$ cat src/rtl/branch_pht_pkg.sv
// Shared definitions for the branch pattern history table: counter encodings,
// reset state and default geometry.
package branch_pht_pkg;

   localparam int unsigned PHT_ENTRIES = 16;
   localparam int unsigned STAT_W      = 16;

   typedef enum logic [1:0] {
      SNT = 2'b00,
      WNT = 2'b01,
      WT  = 2'b10,
      ST  = 2'b11
   } pht_state_e;

   localparam pht_state_e PHT_RESET_STATE = ST;

   function automatic logic state_taken(input pht_state_e s);
      return s[1];
   endfunction

endpackage

$ cat src/rtl/branch_pht_stat.sv
// 16-bit saturating event counter used for branch and mispredict statistics.
module branch_pht_stat
   import branch_pht_pkg::*;
(
   input  logic              clk_i,
   input  logic              rst_i,
   input  logic              inc_i,
   output logic [STAT_W-1:0] cnt_o
);

   logic [STAT_W-1:0] cnt;

   always_ff @(posedge clk_i or negedge rst_i) begin
      if (!rst_i) begin
         cnt <= '0;
      end else if (inc_i && (cnt != '1)) begin
         cnt <= cnt + 1'b1;
      end
   end

   assign cnt_o = cnt;

endmodule

$ cat src/rtl/branch_pht.sv
// Two-bit saturating-counter branch predictor: combinational lookup in ID,
// one-cycle-later update from EX with write-first bypass, plus statistics.
module branch_pht
   import branch_pht_pkg::*;
#(
   parameter int unsigned ENTRIES = PHT_ENTRIES,
   parameter int unsigned IDX_W   = 4
) (
   input  logic        clk_i,
   input  logic        rst_i,
   input  logic [31:0] ID_pc_i,
   input  logic        ID_Branch_i,
   input  logic        stall_i,
   input  logic        flush_i,
   input  logic [1:0]  EX_update_i,
   input  logic        EX_rbk_i,
   output logic        pred_taken_o,
   output logic [1:0]  ID_state_o,
   output logic [1:0]  EX_state_o,
   output logic [15:0] branch_cnt_o,
   output logic [15:0] mispred_cnt_o
);

   pht_state_e             pht [ENTRIES];
   logic [IDX_W-1:0]       id_idx;
   pht_state_e             id_state;
   pht_state_e             ex_update;
   logic                   ex_valid;
   logic [IDX_W-1:0]       ex_idx;
   pht_state_e             ex_state;
   logic                   bypass;
   logic                   unused_pc;

   assign id_idx    = ID_pc_i[IDX_W+1:2];
   assign unused_pc = ^{ID_pc_i[31:IDX_W+2], ID_pc_i[1:0]};
   assign ex_update = pht_state_e'(EX_update_i);

   // The entry being written this edge is forwarded so ID never sees stale state.
   assign bypass = ex_valid && (ex_idx == id_idx);

   always_comb begin
      id_state = pht[id_idx];
      if (bypass) begin
         id_state = ex_update;
      end
   end

   assign ID_state_o   = id_state;
   assign pred_taken_o = ID_Branch_i && state_taken(id_state);
   assign EX_state_o   = ex_valid ? ex_state : PHT_RESET_STATE;

   always_ff @(posedge clk_i or negedge rst_i) begin
      if (!rst_i) begin
         ex_valid <= 1'b0;
         ex_idx   <= '0;
         ex_state <= PHT_RESET_STATE;
      end else begin
         ex_valid <= ID_Branch_i && !stall_i && !flush_i;
         ex_idx   <= id_idx;
         ex_state <= id_state;
      end
   end

   always_ff @(posedge clk_i or negedge rst_i) begin
      if (!rst_i) begin
         for (int unsigned i = 0; i < ENTRIES; i++) begin
            pht[i] <= PHT_RESET_STATE;
         end
      end else if (ex_valid) begin
         pht[ex_idx] <= ex_update;
      end
   end

   branch_pht_stat u_branch_stat (
      .clk_i (clk_i),
      .rst_i (rst_i),
      .inc_i (ex_valid),
      .cnt_o (branch_cnt_o)
   );

   branch_pht_stat u_mispred_stat (
      .clk_i (clk_i),
      .rst_i (rst_i),
      .inc_i (ex_valid && EX_rbk_i),
      .cnt_o (mispred_cnt_o)
   );

endmodule

$ cat config.mk
export PLATFORM = sky130hd
export DESIGN_NAME = branch_pht
export DESIGN_NICKNAME = d
export VERILOG_FILES = /design/src/rtl/branch_pht_pkg.sv /design/src/rtl/branch_pht_stat.sv /design/src/rtl/branch_pht.sv
export SDC_FILE = /design/constraint.sdc
export NUM_CORES = 1
export LEC_CHECK = 0
export ABC_AREA = 1
export CORE_MARGIN = 4
export CORE_UTILIZATION = 53
export DETAILED_ROUTE_END_ITERATION = 8
export HOLD_SLACK_MARGIN = 0.1
export PLACE_DENSITY = 0.81
export SLEW_MARGIN = 20
export SYNTH_ARGS = -nofsm -noshare
export SYNTH_HDL_FRONTEND = slang
export SYNTH_HIERARCHICAL = 1
export SYNTH_SLANG_ARGS = --single-unit
$ cat constraint.sdc
create_clock -name clk_i -period 1.7 [get_ports clk_i]
set_input_delay 0.34 -clock clk_i [delete_from_list [all_inputs] [get_ports clk_i]]
set_output_delay 0.34 -clock clk_i [all_outputs]
set_load 0.05 [all_outputs]
==> results.md <==
* Buffers added on ports at 48
* Num rows at 31
* Post-synthesis area per instance at 7.51 um2
* Hold Path End: ex_idx[2]$_DFF_PN0_
* R2r setup slk at 0.02 ns
* Worst hold path type: input pin to register
* Placed cell areas at roughly 0.005 mm2
* Initial Utilization at 0.555
* Highest attainable clock frequency at 501 MHz
* CP Data Required Time at 1.36 ns
* H-tree Lvls at 3
* Die width at 96.1 um
* Cell-internal power at 3.20 mW
* Initial antenna violation count at 0
* Final std cells w/o fill at 733
* Syn Nets at 589
* Simple-gate area share of the yosys netlist at 0.364
* Reg clk slew, reported paths at around 0.080 ns
* Detailed Routing Iterations Pass 1 at 5
* Die Height at 96.1 um
* Antenna Cells at 0
* Die area at approximately 0.0092 mm2
* Critical path capture point type: output pin
* Final Power at 4.92 mW
* Comb pwr share at 0.285
* Clk buf depth at 2
* Final TNS setup at -1.08 ns
* Via Count at 3834
* Worst-Skew Late Latency at roughly 0.34 ns
* Post-route ant nets at 0
* Crit share post-route at 1.17
* R2R Path End: u_mispred_stat/cnt_o[12]$_DFFE_PN0P_
* Max Cap Viol at 0
* Final min period at 2.00 ns
* Synthesized instance count at 547
* Final setup fails at 5
* Layout cells sized above 1 at 0.304
* Placed cell count at 705
* Slew Limit Headroom at 0.737
* Cells on worst reg2reg path at 12
* Status: finished with violations
* Final hold violations at 0
* CTS root buffer: clkbuf_8
* Total global routing overflow at 0
* Mapped cell area at 0.00411 mm2
* Worst vdd ir at approximately 0.80 mV
* CTS tree: yes
* Min-Delay Path Depth at 1
* Utilization after layout at 0.714
* Startpoint Class: register
* Pwr/cell area at 929 mW/mm2
* Largest net degree at the start of global routing at just over 70
* RSZ-0062 raised after global routing: true
* Vias in the first global route at 3729
* Synth Warn # at 6
* Reg power frac at 0.466
* Post-synthesis adder-cell area fraction at 0.00609
* Commonest non-fill, non-tap cells in the layout: nand2_1 (197), o21ai_0 (47), inv_1 (46)
* Final WL at 10200 um
* Post-synthesis mux area share at 0
* Pins Over Slew Limit at 0
* Clock power frac at 0.249
* Synth Area in XOR/XNOR at 0.0277
* Final worst slack at -0.295 ns
* Nets at 671
* Ports at 77
* Violated checks: setup timing
* Crit path DAT at ~1.7 ns
* Residual DRC count at 0
* Most common cell after layout, fill and taps aside: nand2_1
* Area grow syn2layout at 28.8%
* Layout Skew at roughly 0.0084 ns
* Num CTS Buffers at 9
* GR Util All Layers at 0.238
* Final HPWL DP at ~7300 um
* Measured slew at the worst slew-check pin at 0.393 ns
* Leak at 2.49 nW
* Final instance area at between 0.005 and 0.006 mm2
* Hold_sp: ID_pc_i[4]
* Largest family of logic cells by synthesized area: simple AND/OR/NAND/NOR gates
* Clock sink total at 71
* Global-route wire length before repair at 17200 um
* Compound-Gate Fraction of Synth Area at 0.0834
* Worst-path fanout max at 2
* Core area at 0.00741 mm2
* Critical path class: register to output pin
* Routed WL per cell at about 14 um
* Distinct cells, synth at 29
* Switch Pwr at around 1.7 mW
* Synth Register Bits at approximately 70
* Placer congestion estimate at a little over 0.9
* Critical R2R Launch: ex_valid$_DFF_PN0_
* DR vias/cell at approximately 5.2
* Initial DRC Count at 286
* Register area share after synthesis at 0.443
* Switching Share at 0.349
-- logic make-up (layout without fill, tap and decap cells) --
group,Yosys count,in the layout
AOI/OAI and AO/OA,64,64
and+or+nand+nor,329,329
xor gates and xnor gates,13,13
DFF,71,71
adders and majority gates,2,2
buffers and inverters,68,155
-- per-layer routing --
layer  track usage  up-vias  part of all wire
met4        0.0877        0             0.021
met3        0.0274       20             0.054
met1         0.329     1801              0.45
met5             0        -                 0
li1              -     1890                 -
met2         0.384      123              0.47
-- critical path: stages (launching register included) --
cell	delay, ns
dfstp_2	0.55
nor2_1	0.04
nor2_1	0.08
nand2_1	0.07
nand3_2	0.08
nand3_2	0.07
nand3_2	0.09
nand2_4	0.08
nor2_4	0.11
buf_12	0.14
-- worst max-delay path by stage --
stage / start / to / slack (ns) / depth (start not counted)
floorplan: ID_pc_i[2] / ID_state_o[0] / 0.008 / 9
global placement: ID_pc_i[2] / ID_state_o[0] / -0.50 / 12
detailed placement: ID_pc_i[2] / ID_state_o[0] / -0.59 / 11
CTS: pht[31]$_DFFE_PN1P_ / pred_taken_o / -0.31 / 9
global route: pht[1]$_DFFE_PN1P_ / pred_taken_o / -0.39 / 9
finish: pht[15]$_DFFE_PN1P_ / pred_taken_o / -0.30 / 9
-- power groups by stage --
stage | sequential (mW) | combinational (mW) | clock, mW
2_1_floorplan | 2.53 | 0.552 | 0
3_3_place_gp | 2.30 | 1.30 | 0
3_5_place_dp | 2.31 | 1.34 | 0
4_1_cts | 2.29 | 1.37 | 1.25
5_1_grt | 2.33 | 1.52 | 1.34
6_report | 2.29 | 1.40 | 1.22
-- state kept, by name, indices dropped and copies added, names as in the netlist --
register              flops
pht                      32
u_mispred_stat/cnt_o     16
ex_valid                  1
ex_state                  2
ex_idx                    4
u_branch_stat/cnt_o      16
-- stage by stage --
stage          hold slack [ns]  setup slack (ns)
2_1_floorplan           0.0444           0.00846
3_3_place_gp             0.390            -0.504
3_5_place_dp             0.391            -0.589
4_1_cts                  0.346            -0.312
5_1_grt                  0.344            -0.387
6_report                 0.356            -0.295
-- synthesized netlist by cell type --
library cell | number | area share
dfrtp_1 | 37 | 0.23
o21ai_1 | 2 | 0.0024
buf_2 | 1 | 0.0012
clkbuf_1 | 2 | 0.0018
nor2_2 | 9 | 0.014
nand4_1 | 12 | 0.018
nor3_1 | 1 | 0.0012
nand2_2 | 9 | 0.014
o22ai_1 | 1 | 0.0015
inv_2 | 5 | 0.0046
buf_8 | 1 | 0.0037
xnor2_1 | 11 | 0.023
ha_1 | 2 | 0.0061
or2_2 | 2 | 0.0030
a21oi_1 | 3 | 0.0037
buf_6 | 6 | 0.016
nand3_1 | 32 | 0.039
o21ai_2 | 5 | 0.011
nor2_4 | 9 | 0.025
xor2_1 | 2 | 0.0043
o21ai_0 | 52 | 0.063
dfstp_2 | 34 | 0.22
inv_1 | 53 | 0.048
o211ai_1 | 1 | 0.0018
nand2_1 | 199 | 0.18
nor3_4 | 2 | 0.0079
nand4_4 | 2 | 0.010
nand3_2 | 2 | 0.0049
nor2_1 | 50 | 0.046
-- layout make-up --
cell class	instances	area, um2
tap	99	124
timing repair buffer	81	867
clock inverter	3	17.5
inverter	58	228
multi-input combinational	408	2070
fill	557	2120
clock buffer	13	159
sequential	71	1820
-- repair_timing --
item / CTS / global route
hold buffers: 1 / 0
setup buffers: 4 / 6
hold endpoints to repair: 37 / 0
endpoints found under the setup margin: 5 / 6
resized for setup: 27 / 26
gates cloned: 1 / 0
pin swaps: 7 / 18
(Power assumes the default switching activity.)
